## src/rtl/fighter_sprite_fetch_pkg.sv

```systemverilog
// Shared types for the fighter sprite fetch stage: animation states,
// the transparent palette index and the screen coordinate type.
package sprite_pkg;

  typedef enum logic [1:0] {IDLE, ARMED, PLAY} anim_state_t;

  localparam logic [3:0] TRANSPARENT_IDX = 4'h0;

  typedef logic [9:0] coord_t;

endpackage

```

## src/rtl/fighter_sprite_fetch_anim_ctrl.sv

```systemverilog
// Animation sequencer for the fighter sprite. Frames only advance on
// vsync_pulse, so the frame number is stable for a whole video frame.
//
//   state | meaning
//   IDLE  | no animation; frame 0 shown, waiting for trigger
//   ARMED | trigger seen; animation starts at the next vsync
//   PLAY  | stepping frames, each held for FRAME_HOLD vsyncs
module sprite_anim_ctrl
  import sprite_pkg::*;
#(
  parameter int N_FRAMES   = 4,
  parameter int FRAME_HOLD = 6,
  parameter int FRAME_W    = (N_FRAMES > 1) ? $clog2(N_FRAMES) : 1
) (
  input  logic               clk,
  input  logic               rst_n,
  input  logic               vsync_pulse,
  input  logic               trigger,
  output logic [FRAME_W-1:0] frame,
  output logic               busy
);

  localparam int HOLD_W = (FRAME_HOLD > 1) ? $clog2(FRAME_HOLD) : 1;

  anim_state_t         state, state_nx;
  logic [FRAME_W-1:0]  frame_nx;
  logic [HOLD_W-1:0]   hold_cnt, hold_nx;

  // State, frame and hold counter registers.
  always_ff @(posedge clk or negedge rst_n) begin
    if (!rst_n) begin
      state    <= IDLE;
      frame    <= '0;
      hold_cnt <= '0;
    end else begin
      state    <= state_nx;
      frame    <= frame_nx;
      hold_cnt <= hold_nx;
    end
  end

  // Next-state logic; trigger is only honoured in IDLE (no restart mid-animation).
  always_comb begin
    state_nx = state;
    frame_nx = frame;
    hold_nx  = hold_cnt;
    case (state)
      IDLE: begin
        frame_nx = '0;
        hold_nx  = '0;
        if (trigger) state_nx = vsync_pulse ? PLAY : ARMED;
      end
      ARMED: begin
        if (vsync_pulse) begin
          state_nx = PLAY;
          frame_nx = '0;
          hold_nx  = '0;
        end
      end
      PLAY: begin
        if (vsync_pulse) begin
          if (hold_cnt == HOLD_W'(FRAME_HOLD - 1)) begin
            hold_nx = '0;
            if (frame == FRAME_W'(N_FRAMES - 1)) begin
              state_nx = IDLE;
              frame_nx = '0;
            end else begin
              frame_nx = frame + FRAME_W'(1);
            end
          end else begin
            hold_nx = hold_cnt + HOLD_W'(1);
          end
        end
      end
      default: begin
        state_nx = IDLE;
        frame_nx = '0;
        hold_nx  = '0;
      end
    endcase
  end

  assign busy = (state != IDLE);

endmodule

```

## src/rtl/fighter_sprite_fetch.sv

```systemverilog
// Per-pixel sprite fetch: bounding-box hit test, sprite ROM address
// generation (frame offset + optional mirroring) and registered palette
// index / opaque flag, three cycles after DrawX/DrawY.
// Optional feature macro: SPRITE_MIRROR_EN (horizontal mirroring via
// facing_left, latched at vsync). Undefined: facing_left is ignored.
module fighter_sprite_fetch
  import sprite_pkg::*;
#(
  parameter int SPR_W      = 64,
  parameter int SPR_H      = 96,
  parameter int N_FRAMES   = 4,
  parameter int FRAME_HOLD = 6,
  parameter int ADDR_W     = $clog2(SPR_W * SPR_H * N_FRAMES)
) (
  input  logic              Clk,
  input  logic              Reset_n,
  input  coord_t            DrawX,
  input  coord_t            DrawY,
  input  logic              vsync_pulse,
  input  coord_t            sprite_x,
  input  coord_t            sprite_y,
  input  logic              facing_left,
  input  logic              trigger,
  output logic [ADDR_W-1:0] rom_addr,
  input  logic [3:0]        rom_data,
  output logic [3:0]        pal_index,
  output logic              pix_opaque,
  output logic              busy
);

  localparam int          COL_W   = $clog2(SPR_W);
  localparam int          ROW_W   = $clog2(SPR_H);
  localparam int          FRAME_W = (N_FRAMES > 1) ? $clog2(N_FRAMES) : 1;
  localparam logic [10:0] SPR_W11 = 11'(SPR_W);
  localparam logic [10:0] SPR_H11 = 11'(SPR_H);

  logic [FRAME_W-1:0] frame;
  logic [10:0]        dx11, dy11, sx11, sy11;
  logic [COL_W-1:0]   col, col_sel;
  logic [ROW_W-1:0]   row;
  logic               hit, hit_q1, hit_q2;
  logic [ADDR_W-1:0]  addr_nx;

  sprite_anim_ctrl #(
    .N_FRAMES   (N_FRAMES),
    .FRAME_HOLD (FRAME_HOLD),
    .FRAME_W    (FRAME_W)
  ) u_anim (
    .clk         (Clk),
    .rst_n       (Reset_n),
    .vsync_pulse (vsync_pulse),
    .trigger     (trigger),
    .frame       (frame),
    .busy        (busy)
  );

`ifdef SPRITE_MIRROR_EN
  logic facing_q;

  // Facing is latched at vsync so a direction change never tears mid-screen.
  always_ff @(posedge Clk or negedge Reset_n) begin
    if (!Reset_n)         facing_q <= 1'b0;
    else if (vsync_pulse) facing_q <= facing_left;
  end

  assign col_sel = facing_q ? (COL_W'(SPR_W - 1) - col) : col;
`else
  logic unused_facing;
  assign unused_facing = facing_left;
  assign col_sel       = col;
`endif

  // Hit test at 11 bits so a sprite near the right/bottom edge cannot wrap.
  always_comb begin
    dx11 = {1'b0, DrawX};
    dy11 = {1'b0, DrawY};
    sx11 = {1'b0, sprite_x};
    sy11 = {1'b0, sprite_y};
    hit  = (dx11 >= sx11) && (dx11 < sx11 + SPR_W11) &&
           (dy11 >= sy11) && (dy11 < sy11 + SPR_H11);
    col  = COL_W'(DrawX - sprite_x);
    row  = ROW_W'(DrawY - sprite_y);
    addr_nx = ADDR_W'(frame) * ADDR_W'(SPR_W * SPR_H) +
              ADDR_W'(row) * ADDR_W'(SPR_W) + ADDR_W'(col_sel);
  end

  // Address stage, hit delay line and palette output stage.
  always_ff @(posedge Clk or negedge Reset_n) begin
    if (!Reset_n) begin
      rom_addr   <= '0;
      hit_q1     <= 1'b0;
      hit_q2     <= 1'b0;
      pal_index  <= TRANSPARENT_IDX;
      pix_opaque <= 1'b0;
    end else begin
      if (hit) rom_addr <= addr_nx;
      hit_q1     <= hit;
      hit_q2     <= hit_q1;
      pal_index  <= hit_q2 ? rom_data : TRANSPARENT_IDX;
      pix_opaque <= hit_q2 && (rom_data != TRANSPARENT_IDX);
    end
  end

endmodule

```

## config.mk

```make
export PLATFORM = sky130hd
export DESIGN_NAME = fighter_sprite_fetch
export DESIGN_NICKNAME = d
export VERILOG_FILES = /design/src/rtl/fighter_sprite_fetch_pkg.sv /design/src/rtl/fighter_sprite_fetch_anim_ctrl.sv /design/src/rtl/fighter_sprite_fetch.sv
export SDC_FILE = /design/constraint.sdc
export NUM_CORES = 1
export LEC_CHECK = 0
export ABC_AREA = 1
export CAP_MARGIN = 20
export CELL_PAD_IN_SITES_DETAIL_PLACEMENT = 1
export CELL_PAD_IN_SITES_GLOBAL_PLACEMENT = 1
export CORE_MARGIN = 2
export CORE_UTILIZATION = 35
export DETAILED_ROUTE_END_ITERATION = 12
export DONT_BUFFER_PORTS = 1
export GPL_TIMING_DRIVEN = 0
export PLACE_DENSITY = 0.73
export SLEW_MARGIN = 20
export SYNTH_ARGS = -nofsm -noshare
export SYNTH_HDL_FRONTEND = slang
export SYNTH_SLANG_ARGS = --single-unit
```

## constraint.sdc

```tcl
create_clock -name Clk -period 1.7 [get_ports Clk]
set_input_delay 0.085 -clock Clk [delete_from_list [all_inputs] [get_ports Clk]]
set_output_delay 0.085 -clock Clk [all_outputs]
set_load 0.03 [all_outputs]
```

==> results of run 1 <==
[sequential cells by signal, summed over array words and instances, names as in the netlist]
name	cells
u_anim.hold_cnt	3
u_anim.frame	2
hit_q1	1
pix_opaque	1
pal_index	4
hit_q2	1
rom_addr	15
u_anim.state	2
[cell type report]
class	instances	area, um^2
clock inverter	1	5.00
clock buffer	7	96.3
fill	856	3820
buffer	4	47.5
timing repair buffer	15	140
multi-input combinational	230	1660
sequential	29	726
inverter	62	250
tap	96	120
[critical path, delay by kind of cell]
family | cells | cell delay, ns
compound gates | 2 | 0.35
xor+xnor | 1 | 0.19
fa+ha+maj | 3 | 0.99
buf+inv | 2 | 0.07
simple gates | 3 | 0.21
[where the power goes]
part           internal, uW  total [uW]  switching [uW]
sequential              926        1480             553
combinational           559        1330             766
clock                   365         629             264
[synth_stat cells, types with 2 or more instances]
cell,count,area [um^2]
nand2_1,90,338
inv_1,57,214
ha_1,36,450
dfrtp_1,29,726
nand4_1,18,113
nand3_1,13,65.1
a21oi_1,11,55.1
nor2_1,11,41.3
xor2_1,10,87.6
nand2_2,5,31.3
o21ai_0,5,25.0
xnor2_1,5,43.8
nand3_2,4,40.0
nor3_1,4,20.0
buf_6,3,33.8
fa_1,3,60.1
inv_2,3,11.3
a21o_1,2,15.0
[layer usage]
metal  vias to the layer above  track usage  wire length [um]
li1                       1079            -                 -
met1                      1013        0.179              2500
met2                        49        0.277              3370
met3                         4       0.0289               300
met4                         0       0.0510                67
met5                         -            0                 0
[timing repair]
item                                   in CTS  in global routing
endpoints found under the hold margin      35                  0
gates resized for setup                     5                 11
setup endpoints to repair                   3                 12
pin swaps                                  10                 10
buffers inserted                            3                  5
cloned                                      0                  0
hold buffers                                7                  0
[logic make-up after synthesis]
family	Yosys count	synth area share
buffers and inverters	66	0.114
xor gates and xnor gates	15	0.0523
AOI/OAI and AO/OA	27	0.0668
DFF	29	0.289
adders and majority gates	39	0.203
and+or+nand+nor	149	0.275
[per-stage QoR]
stage	power (uW)	instance area (um^2)	hold slack, ns
after floorplan	2310	2590	-0.211
after global placement	2540	2710	-0.210
after detailed placement	2600	2710	-0.210
after CTS	3310	2950	0.0520
after global routing	3700	3050	0.133
final	3430	3050	0.0938
[final timing paths]
path / startpoint / end / slack [ns] / cells after the start
max: DrawY[2] / rom_addr[12] / -0.02 / 11
min: vsync_pulse / u_anim.state[1] / 0.09 / 2
max reg2reg: u_anim.frame[1] / rom_addr[14] / 0.10 / 8
min reg2reg: hit_q1 / hit_q2 / 0.36 / 0
max in group asynchronous: Reset_n / u_anim.hold_cnt[1] / 1.26 / 2
min in group asynchronous: Reset_n / hit_q1 / 0.28 / 2
==> run metrics, run 1 <==
VDD IR max 0.000394 V; final WL 6240 um; Seq/Total Area, Yosys 0.289; # setup viols final 1; status finished with violations; CP Capture Type flip-flop; Max-cap violations 0; final clock skew 0.00312 ns; CTS root buf clkbuf_8; crit path launch type primary input; fin. max-slew vios 0; largest net degree at the start of global routing 30; DRC viols 0; Async SR Flop Fraction 1.00; Clock Latency Late Sink 0.28 ns; DR pass1 iterations 4; Most used DFF post-synth dfrtp_1; GR Util All Layers 0.153; Slowest cell on crit path fa_2; crit-path cells ha_4 -> a21oi_2 -> nand2_2 -> a31oi_1 -> xnor2_1 -> ha_2 -> inv_2 -> fa_2 -> inv_2 -> nand4_1 -> nand2_1; DR iter-0 viols 31; Final Hold Viols 0; layout cell share with drive strength beyond 1 0.190; DIE AREA 7870 um^2; most common cell after layout, fill and taps aside nand2_1; TritonCTS clock tree built; placed cells 421; fmax 0.580 GHz; diode count 0; input/output buffers 0; required time of the critical path 1.87 ns; P&R area growth vs syn 21.3%; Placeable Area roughly 7000 um^2; RSZ-0062 raised after global routing yes; Synth Warn # 0; Ports 70; leakage 0.00165 uW; WL per Instance 14.1 um; vias 2145; failing checks negative setup slack; vias in the first global route around 2200; post-DP HPWL 4620 um; Mapped Cells between 300 and 400; most frequent cells in the layout nand2_1, inv_1, dfrtp_1; DP Worst Slack -0.473 ns; row cnt 30; initial antenna violation count 0; CTS Buf Count 5; WP data arrival ~1.9 ns; CTS max path bufs 2; period utilisation layout 1.01; Yosys reg bits 29; cell mode on critical path inv_2; CP peak stage delay 0.52 ns; syn nets 413; Sink Count 29; die height 88.7 um; die width between 80 and 90 um; clock period minus worst slack ~1.7 ns; EDFF count, synth 0; Synth cell types 34; Fin Setup TNS -0.0232 ns; clock transition at the registers of the reported paths 0.06 ns; Setup WS post-layout -0.0232 ns; power per cell area 1130 nW/um^2; final core occ 0.443; Layout Cells excl Fill around 440; Worst Tran Pin Value ~0.41 ns; first-pass GRT wire length 9480 um; max_slew headroom 0.726; Crit Path Max Fanout 4; Final #Nets approximately 440; Congestion Overflow GR 0; Routed Antenna Nets 0; Hold Crit Class primary input to flip-flop; initial core utilization 0.366; Syn Std Cell Area 2510 um^2; GPL Wtd Cong ~0.75; drt via density 4.83; Post-Syn Area per Cell 7.73 um^2; htree depth 2; Critical Setup Path Class primary input to flip-flop
Note: power is estimated with default switching activity, not from simulation.
==> run 2: changes to the inputs <==
--- a/config.mk
+++ b/config.mk
@@ -9,12 +9,12 @@
 export CAP_MARGIN = 20
 export CELL_PAD_IN_SITES_DETAIL_PLACEMENT = 1
 export CELL_PAD_IN_SITES_GLOBAL_PLACEMENT = 1
-export CORE_MARGIN = 2
 export CORE_UTILIZATION = 35
 export DETAILED_ROUTE_END_ITERATION = 12
 export DONT_BUFFER_PORTS = 1
 export GPL_TIMING_DRIVEN = 0
 export PLACE_DENSITY = 0.73
+export SKIP_LAST_GASP = 1
 export SLEW_MARGIN = 20
 export SYNTH_ARGS = -nofsm -noshare
 export SYNTH_HDL_FRONTEND = slang
==> run metrics, run 2 (synthesis gave the netlist of run 1 again) <==
Ports 70 (unchanged); Setup WS post-layout 0.0179 ns (was -0.0232 ns); drt via density 4.87 (was 4.83); Slowest cell on crit path fa_2 (unchanged); reg2reg end rom_addr[14] (unchanged); hold path depth 2 (unchanged); # setup viols final 0 (was 1); Crit Path Max Fanout 3 (was 4); Congestion Overflow GR 0 (unchanged); WL per Instance 13.3 um (was 14.1 um); final clock skew 0.00375 ns (was 0.00312 ns); met1 Resource Use GR 0.179 (about the same); DP Worst Slack -0.499 ns (was -0.473 ns); Regs by FF count rom_addr: 15 flops, pal_index: 4 flops, u_anim.hold_cnt: 3 flops (unchanged); max FFs per register 15 (unchanged); largest net degree at the start of global routing 30 (unchanged); grt met3 use 0.0419 (was 0.0289); Final #Nets 434 (was 435); hold path start vsync_pulse (unchanged); Critical Setup Path Class primary input to flip-flop (unchanged); Fin Setup TNS 0 ns (was -0.0232 ns); GR Util All Layers 0.163 (was 0.153); first-pass GRT wire length 9630 um (was 9480 um); fmax 0.594 GHz (was 0.580 GHz); DIE AREA 7520 um^2 (was 7870 um^2); status finished, final reports clean (was finished with violations); launch point of the worst path DrawY[0] (was DrawY[2]); vias in the first global route 2167 (was 2168); DR iter-0 viols 52 (was 31); DRC viols 0 (unchanged); Sink Count 29 (unchanged); placed instance area 2710 um^2 (unchanged); max_slew headroom 0.756 (was 0.726); crit-path cells inv_8 -> ha_4 -> fa_2 -> o21bai_4 -> a21boi_4 -> xor2_2 -> inv_1 -> ha_1 -> nand3_1 -> nand2_1 -> xor2_1 -> nand4_1 -> nand2_1 (was ha_4 -> a21oi_2 -> nand2_2 -> a31oi_1 -> xnor2_1 -> ha_2 -> inv_2 -> fa_2 -> inv_2 -> nand4_1 -> nand2_1); GPL Wtd Cong 0.724 (was 0.746); Final Hold Viols 0 (unchanged); period utilisation layout 0.989 (was 1.01); CP peak stage delay 0.37 ns (was 0.52 ns); die height 86.7 um (was 88.7 um); Hold Crit Class primary input to flip-flop (unchanged); final WL 5910 um (was 6240 um); Routed Antenna Nets 0 (unchanged); post-route cell area 3030 um^2 (was 3050 um^2); CTS max path bufs 2 (unchanged); GRT Max-Usage Layer met2 (unchanged); Biggest register rom_addr (unchanged); Min Hold Slack 0.0519 ns (was 0.0938 ns); Worst Tran Pin Value 0.365 ns (was 0.409 ns); power per cell area 1140 nW/um^2 (was 1130 nW/um^2); clock period minus worst slack 1.68 ns (was 1.72 ns); Clock Latency Late Sink 0.28 ns (about the same); Reg2Reg Launch Point u_anim.frame[0] (was u_anim.frame[1]); layout cell share with drive strength beyond 1 0.170 (was 0.190); cell mode on critical path nand2_1 (was inv_2); final core occ 0.441 (was 0.443); DR pass1 iterations 4 (unchanged); met2 usage 0.313 (was 0.277); die width 86.7 um (was 88.7 um); TritonCTS clock tree built (unchanged); initial antenna violation count 0 (unchanged); vias 2156 (was 2145); CTS root buf clkbuf_8 (unchanged); leakage 0.00165 uW (about the same); input/output buffers 0 (unchanged); htree depth 2 (unchanged); initial core utilization 0.366 (unchanged); CP Capture Type flip-flop (unchanged); most common cell after layout, fill and taps aside nand2_1 (unchanged); flop-to-flop setup slack 0.04 ns (was 0.10 ns); fin. max-slew vios 0 (unchanged); RSZ-0062 raised after global routing yes (unchanged); most frequent cells in the layout nand2_1, inv_1, ha_1, dfrtp_1, nand4_1 (was nand2_1, inv_1, dfrtp_1); Max-cap violations 0 (unchanged); Placeable Area 6870 um^2 (unchanged); WHS Endpoint u_anim.state[1] (unchanged); CTS Buf Count 5 (unchanged); crit path launch type primary input (unchanged); row cnt 30 (unchanged); clock transition at the registers of the reported paths 0.06 ns (about the same); P&R area growth vs syn 20.6% (was 21.3%); diode count 0 (unchanged); VDD IR max 0.000347 V (was 0.000394 V); post-DP HPWL 4650 um (was 4620 um); required time of the critical path 1.87 ns (about the same); WP data arrival 1.86 ns (was 1.89 ns); Reg2Reg Depth 9 (was 8)
## run 2: what timing repair did
action / 4_1_cts / 5_1_grt
pin swaps: 3 / 7
endpoints found under the setup margin: 3 / 13
gates resized for setup: 5 / 6
setup buffers: 2 / 5
endpoints found under the hold margin: 35 / 0
hold buffers: 7 / 0
## run 2: worst max-delay path by stage
stage	cells past startpoint	slack, ns	to
global route	14	-0.12	rom_addr[14]
floorplan	13	-0.24	rom_addr[14]
CTS	12	0.009	rom_addr[13]
detailed placement	14	-0.50	rom_addr[14]
global placement	14	-0.45	rom_addr[14]
finish	13	0.02	rom_addr[14]
## run 2: area by class of cell
cell class              instances  area [um^2]
flip-flops and latches         29          726
clock inverters                 1         30.0
clock buffers                   7         86.3
well taps                      96          120
multi-input cells             230         1640
inverters                      62          248
fillers                       852         3840
plain buffers                   4         47.5
repair buffers                 14          133
## run 2: stage by stage
stage	std cells	total power, uW
after floorplan	325	2310
after CTS	438	3420
after global placement	421	2540
after detailed placement	421	2600
after global routing	443	3710
final	443	3440
## run 2: routing by layer
metal  vias up  routed length (um)
met2        49                3210
li1       1078                   -
met1      1025                2380
met3         4                 281
met4         0                  34
met5         -                   0
## run 2: power breakdown
part / switching [uW] / internal [uW]
clock: 267 / 477
sequential: 537 / 926
combinational: 726 / 509
## run 2: worst max-delay path, delay by kind of cell
kind	cells	cell delay, ns
buffers and inverters	2	0.08
AO/OA/AOI/OAI	2	0.25
XOR/XNOR	2	0.35
adder cells (fa/ha/maj)	3	0.81
AND/OR/NAND/NOR	4	0.27
